<file path="src/rtl/mpc_cycle_state.sv">
// mpc_cycle_state: mixed-precision cycle register (CSR 0x00D) with a
// committed shadow for setback recovery and a slice-descriptor FIFO to EX.
//
// Ports:
//   clk, rst            core clock, synchronous active-high reset
//   setback_i           flush: restore committed cycle, empty the FIFO
//   commit_i            oldest dotp retired: shadow <= live cycle
//   ivec_fmt_i          current vector format
//   csr_we_i/wdata_i    software write to the cycle CSR
//   ctrl_we_i/next_i    controller cycle update (also pushes a descriptor)
//   current_cycle_o     live cycle back to the controller
//   desc_*              FIFO head (valid/ready, cycle, format, bit shift)
//   stall_o             FIFO full
//   ovf_err_o           sticky: push dropped because FIFO was full

package mpc_pkg;
  typedef enum logic [2:0] {
    NONE,
    MIXED_2x4,
    MIXED_2x8,
    MIXED_2x16,
    MIXED_4x8,
    MIXED_4x16,
    MIXED_8x16,
    FMT_OTHER
  } ivec_mode_fmt;
endpackage

module mpc_cycle_state
  import mpc_pkg::*;
#(
  parameter int NBITS_MIXED_CYCLES = 3,
  parameter int FIFO_DEPTH = 2
) (
  input  logic                          clk,
  input  logic                          rst,
  input  logic                          setback_i,
  input  logic                          commit_i,
  input  ivec_mode_fmt                  ivec_fmt_i,
  input  logic                          csr_we_i,
  input  logic [NBITS_MIXED_CYCLES-1:0] csr_wdata_i,
  input  logic                          ctrl_we_i,
  input  logic [NBITS_MIXED_CYCLES-1:0] ctrl_next_cycle_i,
  output logic [NBITS_MIXED_CYCLES-1:0] current_cycle_o,
  output logic                          desc_valid_o,
  input  logic                          desc_ready_i,
  output logic [NBITS_MIXED_CYCLES-1:0] desc_cycle_o,
  output ivec_mode_fmt                  desc_fmt_o,
  output logic [4:0]                    desc_shift_o,
  output logic                          stall_o,
  output logic                          ovf_err_o
);

  localparam int NB = NBITS_MIXED_CYCLES;
  localparam int AW = (FIFO_DEPTH > 1) ? $clog2(FIFO_DEPTH) : 1;
  localparam int CW = AW + 1;
  localparam int PW = NB + 5;

  typedef struct packed {
    logic [NB-1:0] cyc;
    ivec_mode_fmt  fmt;
    logic [4:0]    shift;
  } desc_t;

  logic [NB-1:0] cycle_q, cycle_d;
  logic [NB-1:0] commit_q, commit_d;
  ivec_mode_fmt  fmt_q;
  logic          ovf_q;

  logic [NB-1:0] max_c;
  logic [4:0]    step;
  logic [NB-1:0] cyc_m;
  logic [PW-1:0] prod;

  desc_t         mem [FIFO_DEPTH];
  desc_t         head;
  desc_t         new_desc;
  logic [AW-1:0] rd_ptr, wr_ptr;
  logic [CW-1:0] count;
  logic          full, empty;
  logic          push, pop, wr_en;

  // Highest cycle index and per-cycle bit offset (32 / ratio).
  always_comb begin
    max_c = '0;
    step  = '0;
    unique case (ivec_fmt_i)
      MIXED_2x4, MIXED_4x8, MIXED_8x16: begin
        max_c = NB'(1);
        step  = 5'd16;
      end
      MIXED_2x8, MIXED_4x16: begin
        max_c = NB'(3);
        step  = 5'd8;
      end
      MIXED_2x16: begin
        max_c = NB'(7);
        step  = 5'd4;
      end
      default: begin
        max_c = '0;
        step  = '0;
      end
    endcase
  end

  // Mask the outgoing cycle too, so a stale value left from a wider
  // format can never produce a shift outside the 32-bit word.
  assign cyc_m = cycle_q & max_c;
  assign prod  = PW'(cyc_m) * PW'(step);

  always_comb begin
    new_desc       = '0;
    new_desc.cyc   = cycle_q;
    new_desc.fmt   = ivec_fmt_i;
    new_desc.shift = prod[4:0];
  end

  always_comb begin
    cycle_d = cycle_q;
    if (setback_i)
      cycle_d = commit_q & max_c;
    else if (csr_we_i)
      cycle_d = csr_wdata_i & max_c;
    else if (ctrl_we_i)
      cycle_d = ctrl_next_cycle_i & max_c;
    else if (ivec_fmt_i != fmt_q)
      cycle_d = '0;
  end

  // CSR writes are architectural, so they land in the shadow directly.
  always_comb begin
    commit_d = commit_q;
    if (csr_we_i)
      commit_d = csr_wdata_i & max_c;
    else if (commit_i)
      commit_d = cycle_q;
  end

  assign full  = (count == CW'(FIFO_DEPTH));
  assign empty = (count == '0);
  assign pop   = ~empty & desc_ready_i;
  assign push  = ctrl_we_i & ~setback_i;
  assign wr_en = push & (~full | pop);

  always_ff @(posedge clk) begin
    if (rst) begin
      cycle_q  <= '0;
      commit_q <= '0;
      fmt_q    <= NONE;
      ovf_q    <= 1'b0;
    end else begin
      cycle_q  <= cycle_d;
      commit_q <= commit_d;
      fmt_q    <= ivec_fmt_i;
      if (push & full & ~pop)
        ovf_q <= 1'b1;
    end
  end

  always_ff @(posedge clk) begin
    if (rst || setback_i) begin
      rd_ptr <= '0;
      wr_ptr <= '0;
      count  <= '0;
    end else begin
      if (wr_en)
        wr_ptr <= wr_ptr + AW'(1);
      if (pop)
        rd_ptr <= rd_ptr + AW'(1);
      if (wr_en && !pop)
        count <= count + CW'(1);
      else if (pop && !wr_en)
        count <= count - CW'(1);
    end
  end

  always_ff @(posedge clk) begin
    if (wr_en && !rst && !setback_i)
      mem[wr_ptr] <= new_desc;
  end

  assign head = empty ? '0 : mem[rd_ptr];

  assign current_cycle_o = cycle_q;
  assign desc_valid_o    = ~empty;
  assign desc_cycle_o    = head.cyc;
  assign desc_fmt_o      = head.fmt;
  assign desc_shift_o    = head.shift;
  assign stall_o         = full;
  assign ovf_err_o       = ovf_q;

endmodule

</file>
<file path="config.mk">
export PLATFORM = sky130hd
export DESIGN_NAME = mpc_cycle_state
export DESIGN_NICKNAME = d
export VERILOG_FILES = /design/src/rtl/mpc_cycle_state.sv
export SDC_FILE = /design/constraint.sdc
export NUM_CORES = 1
export LEC_CHECK = 0
export CAP_MARGIN = 20
export CELL_PAD_IN_SITES_DETAIL_PLACEMENT = 1
export CELL_PAD_IN_SITES_GLOBAL_PLACEMENT = 1
export CORE_MARGIN = 10
export CORE_UTILIZATION = 38
export CTS_CLUSTER_SIZE = 24
export DETAILED_ROUTE_END_ITERATION = 8
export PLACE_DENSITY = 0.83
export SETUP_SLACK_MARGIN = 0.4
export SLEW_MARGIN = 25
export SYNTH_ARGS = -nofsm -noshare
export SYNTH_HDL_FRONTEND = slang
export SYNTH_SLANG_ARGS = --single-unit
</file>
<file path="constraint.sdc">
create_clock -name clk -period 2.45 [get_ports clk]
set_input_delay 0.49 -clock clk [delete_from_list [all_inputs] [get_ports clk]]
set_output_delay 0.49 -clock clk [all_outputs]
set_load 0.02 [all_outputs]
</file>
-- Word-level counts from Yosys, hierarchy flattened
Memory sizes are Yosys's and may differ from the RTL's. A register that Yosys moved wholly into a read port is not among the register bits.
Cells that the tools add are included.
- $add $sub $neg: 4
- $mul: 1
- div/mod/pow operators: 0
- $lt $le $gt $ge: 0
- eq/ne operators: 8
- shift operators: 0
- multiplexer cells: 15
- bitwise gates (word level): 14
- reduce and logical (&&, ||, !) cells: 15
- operators by type and width (operator ; number):
    $mux W3 ; 6
    $pmux W5 S3 ; 1
    $and A3 B3 Y3 ; 4
    $mux W11 ; 1
    $eq A3 B3 Y1 const B ; 3
    $pmux W3 S3 ; 1
    $eq A3 B2 Y1 const B ; 2
    $and A1 B1 Y1 ; 5
    $mul A3 B5 Y5 ; 1
    $logic_and A1 B1 Y1 ; 4
    $logic_not A1 Y1 ; 4
    $mux W1 ; 4
    $mux W2 ; 2
    $not A1 Y1 ; 4
    $reduce_bool A2 Y1 ; 2
    $reduce_bool A4 Y1 ; 1
    $eq A3 B1 Y1 const B ; 1
    $ne A3 B3 Y1 ; 1
    $reduce_or A3 Y1 ; 1
    $add A1 B1 Y1 const B ; 2
    $add A2 B1 Y2 const B ; 1
    $eq A2 B2 Y1 const B ; 1
    $logic_not A2 Y1 ; 1
    $reduce_or A2 Y1 ; 1
    other kinds (3) ; 3
- bits in registers: 14
- bits in latches: 0
- memory bits (writable): 22
- ROM bits: 0
- input port bits: 16
- output and inout port bits: 17
- logic and storage cells: 65
- memories: 1
- memory list (memory ; words ; width ; read ports ; clocked after Yosys merged registers in ; wr ports ; RTL line ; source):
    mem ; 2 ; 11 ; 1 ; 1 ; 1 ; 75 ; desc_t mem [FIFO_DEPTH];

-- Depth between registers and ports, before layout
- depth after elaboration: 9
- depth in mapped cells: 9
- depth with buffers taken out: 8

-- Worst setup path before layout
Ideal clock, no wire load.
- kind: input to register
- from: in setback_i
- to: mem mem[1][10] (netlist name) (enable)
- library setup time: 0.389 ns
- arrival: 1.683 ns
- required time: 2.061 ns
- slack: 0.378 ns
- stages: 4
- path buffers: 1
- cells stage by stage: clkbuf_1 -> inv_1 -> nand3b_1 -> nor3b_1
- cells in the longest elaborated chain, start to end: 7
- elaborated cells between the ends (all ways): 8
- those cells by class: mux: 2; bitwise: 3; reduce/logical: 3
- ends and longest elaborated chain (what ; RTL line ; source):
    start: declaration ; 37 ; input logic setback_i,
    $not A1 Y1 ; 143 ; assign push = ctrl_we_i & ~setback_i;
    $and A1 B1 Y1 ; 143 ;
    $and A1 B1 Y1 ; 144 ; assign wr_en = push & (~full | pop);
    $logic_and A1 B1 Y1 ; 179 ; if (wr_en && !rst && !setback_i)
    $logic_and A1 B1 Y1 (*) ; 179 ;
    $mux W1 (*) ; 179 ;
    $mux W1 (not written as such) (*) ; 180 ; mem[wr_ptr] <= new_desc;
    end: declaration ; 75 ;
Every way passes the cells marked *; elsewhere a longest branch is shown, timed or not.

-- Final worst setup path
- from: in ctrl_we_i
- to: reg cycle_q[0], in the netlist current_cycle_o[0]
- cells in the longest elaborated chain, start to end: 3
- elaborated cells between the ends (all ways): 4
- those cells by class: mux: 3; reduce/logical: 1
- ends and longest elaborated chain (what ; RTL line ; source):
    start: declaration ; 42 ; input logic ctrl_we_i,
    $mux W3 ; 125 ; else if (ctrl_we_i)
    $mux W3 ; 123 ; else if (csr_we_i)
    $mux W3 ; 121 ; if (setback_i)
    end signal: assignment ; 153 ; cycle_q <= cycle_d;
    end: declaration ; 65 ; logic [NB-1:0] cycle_q, cycle_d;
Parallel ways exist; a longest one is shown, timed or not.
A chain may end at the register's enable or synchronous reset.

==> impl_metrics.json <==
{
  "switching_share": 0.239,
  "wire_per_inst_microns": 17.0,
  "wl_microns": 3900,
  "synth_top_family_by_area": "simple AND/OR/NAND/NOR gates",
  "ir_drop_mv": 0.286,
  "grt.overflow.total": 0,
  "worstHoldEndpoint": "ovf_err_o",
  "ys_ff_latch": 33,
  "syn_to_final_growth_pct": 35.3,
  "cp_data_arrival_time_ps": 2180,
  "gp_congestion": 0.798,
  "p_leak_nw": 0.841,
  "endpoint_kind": "register",
  "yosys.area_share.adder": 0.0166,
  "worstRegToRegCells": 7,
  "fp-row-count": 22,
  "worst-path-buf-inv": 1,
  "yosysWarnings": 0,
  "synthXorXnorAreaFrac": 0.0581,
  "hp-class": "register to register",
  "start_util": 0.402,
  "fill_cells": 429,
  "clock_path_buffers": 2,
  "r2r-end": "count[1]",
  "hold_depth": 2,
  "synth_seq_area_share": 0.558,
  "clockRootBuffer": "clkbuf_8",
  "worst_ep_required_time_ps": 2630,
  "drive_above_1_share": 0.149,
  "finalSetupViolCount": 0,
  "path_clk_slew_ps": 70,
  "hold_viol_final": 0,
  "place_area_sq_um": 1890,
  "yosys.area.top_type": "edfxtp_1",
  "holdCritStartpoint": "ovf_err_o",
  "cap_violations": 0,
  "syn_area_sq_um": 1510,
  "status": "completed",
  "grt_max_degree": 13,
  "ant_nets": 0,
  "path_class": "primary input to register",
  "p_switching_uw": 283,
  "die_h_microns": 83.0,
  "ys.flop_type": "edfxtp_1",
  "max_stage_delay_ps": 520,
  "cts_tree": "built",
  "rsz0062_at_grt": "false",
  "numPortBuffers": 30,
  "drt_iter0_markers": 43,
  "yosys.cell_types.count": 31,
  "die_w_microns": 83.0,
  "r2r_start": "count[1]",
  "comb_power_share": 0.145,
  "grt_pass1_vias": 1247,
  "crit_path_max_fanout": 6,
  "rrSetupSlack_ps": 780,
  "final_util": 0.544,
  "p_clk_frac": 0.338,
  "synth_area_per_cell_sq_um": 10.7,
  "netlist.area_leader.share": 0.359,
  "htree_levels": 2,
  "worst_skew_pair.late_latency_ps": 270,
  "layout_worst_path_cycle_share": 0.816,
  "p_int_uw": 900,
  "design_area_sq_um": 2040,
  "synthMuxAreaShare": 0.0797,
  "syn_inst": 141,
  "final_nets": 198,
  "hpwl_microns": 2890,
  "drv_slew": 0,
  "vias": 1156,
  "synth_edf_count": 18,
  "grt_pass1_wl_microns": 6150,
  "cts_buffers": 5,
  "crit_family": "simple AND/OR/NAND/NOR gates",
  "first_pass_iters": 4,
  "critical_path.startpoint_type": "primary input",
  "seqPwrFrac": 0.517,
  "cpMaxStageDelayCell": "clkdlybuf4s50_1",
  "max_freq_ghz": 0.500,
  "vias_per_cell": 5.03,
  "pwr_density_cell_nw_per_um2": 580,
  "dieArea_sq_um": 6880,
  "async_flop_share": 0,
  "grt_usage": 0.105,
  "crit_chain": "clkdlybuf4s50_1, or3_1, nor4_2, nand2_1, a21oi_1",
  "finalSetupTns_ps": 0,
  "synthTopCellsByArea": "edfxtp_1 (36%), dfxtp_1 (20%), mux2i_1 (8.0%)",
  "cts_hold_buf": 0,
  "coreArea_sq_um": 3740,
  "ios": 33,
  "cts_sinks": 33,
  "fin_skew_ps": 5.92,
  "synth_compound_area_frac": 0.0706,
  "power_mw": 1.18,
  "synth-simple-area-share": 0.176,
  "drc": 0,
  "antenna_found_initial": 1,
  "fin_crit_ps": 2000
}
[layout make-up]
cell class | instances | area [sq um] | area share
Sequential cell | 33 | 847 | 0.416
Multi-Input combinational cell | 96 | 644 | 0.316
Timing Repair Buffer | 40 | 378 | 0.185
Clock buffer | 6 | 82.6 | 0.0405
Tap cell | 48 | 60.1 | 0.0295
Inverter | 4 | 15.0 | 0.00737
Clock inverter | 2 | 8.76 | 0.00430
Antenna cell | 1 | 2.50 | 0.00123
[flip-flops by register name, indices dropped and copies added, names as in the netlist, named ones only]
name	cells
rd_ptr	1
ovf_err_o	1
fmt_q	3
mem	18
wr_ptr	1
current_cycle_o	3
count	2
commit_q	3
[stage by stage]
stage,setup slack (ps),hold slack [ps],instances
6_report,451,485,230
5_1_grt,394,541,230
4_1_cts,359,495,227
3_5_place_dp,152,474,219
3_3_place_gp,254,482,219
2_1_floorplan,445,520,142
[power by group through the flow]
stage / clock network [mW] / registers (mW) / logic [mW]
6_report: 0.399 / 0.612 / 0.172
5_1_grt: 0.431 / 0.613 / 0.187
4_1_cts: 0.409 / 0.611 / 0.164
3_5_place_dp: 0 / 0.622 / 0.166
3_3_place_gp: 0 / 0.621 / 0.157
2_1_floorplan: 0 / 0.618 / 0.0895
[worst reg2reg max path: stages, from the launching register on]
cell and delay (ps):
dfxtp_2 400, nor3b_2 210, nand3b_1 210, inv_2 70, ha_1 340, nor2_1 140, xnor2_1 130, nor3_1 50
[placed cells by master, fill, tap and decap left out, types with 3 or more instances in the layout]
cell type | netlist | layout
dfxtp_1 | 15 | 12
edfxtp_1 | 18 | 18
dlymetal6s2s_1 | 0 | 4
nor3_1 | 7 | 7
nor2b_1 | 3 | 3
clkdlybuf4s50_1 | 0 | 20
inv_1 | 3 | 3
xor2_1 | 6 | 6
nor2_1 | 23 | 22
buf_4 | 2 | 10
a21oi_1 | 3 | 3
clkbuf_8 | 0 | 6
mux2i_1 | 12 | 12
xnor2_1 | 4 | 3
and2_1 | 3 | 3
nand2_1 | 6 | 6
dlygate4sd2_1 | 0 | 6
a31oi_1 | 5 | 5
[cell usage after synthesis, types with 2 or more instances]
cell / count
a32oi_1: 2
clkbuf_1: 6
and2_1: 3
mux2i_1: 12
ha_1: 2
o21ai_0: 2
nor3_1: 7
a21oi_1: 3
inv_1: 3
nand3b_1: 2
nand2b_1: 3
buf_4: 2
o21ai_1: 2
nor3b_1: 2
nand2_1: 6
xnor2_1: 4
xor2_1: 6
nor2b_1: 3
o211ai_1: 2
edfxtp_1: 18
a31oi_1: 5
dfxtp_1: 15
nor2_1: 23
[worst max path at each step]
stage | from | to | slack [ps] | cells after the start
final | ctrl_we_i | current_cycle_o[0] | 450 | 5
after global routing | ivec_fmt_i[2] | mem[1][4] | 390 | 7
after CTS | count[1] | desc_cycle_o[1] | 360 | 3
after detailed placement | ivec_fmt_i[0] | mem[0][4] | 150 | 7
after global placement | ivec_fmt_i[0] | mem[1][4] | 250 | 7
after floorplan | setback_i | mem[0][10] | 450 | 4
[kinds of logic (layout without fill, tap and decap cells)]
logic type,Yosys count,after routing
simple gates,53,53
mux,12,12
compound gates,17,17
buf+inv,13,52
xor+xnor,10,10
flops,33,33
fa+ha+maj,2,2
other cells,1,3
[per-layer routing]
layer	vias to the layer above	global-route usage	routed length [microns]	part of all wire
met3	2	0.0449	251	0.064
li1	572	-	-	-
met5	-	0	0	0
met2	29	0.189	1970	0.50
met4	0	0.0231	28	0.0072
met1	553	0.111	1650	0.42
[repair_timing]
item                       CTS  global route
buffers inserted             0             2
setup endpoints to repair   10             7
pin swaps                    0             1
resized for setup           11             8
No activity file was read; power rests on OpenSTA's default activity.
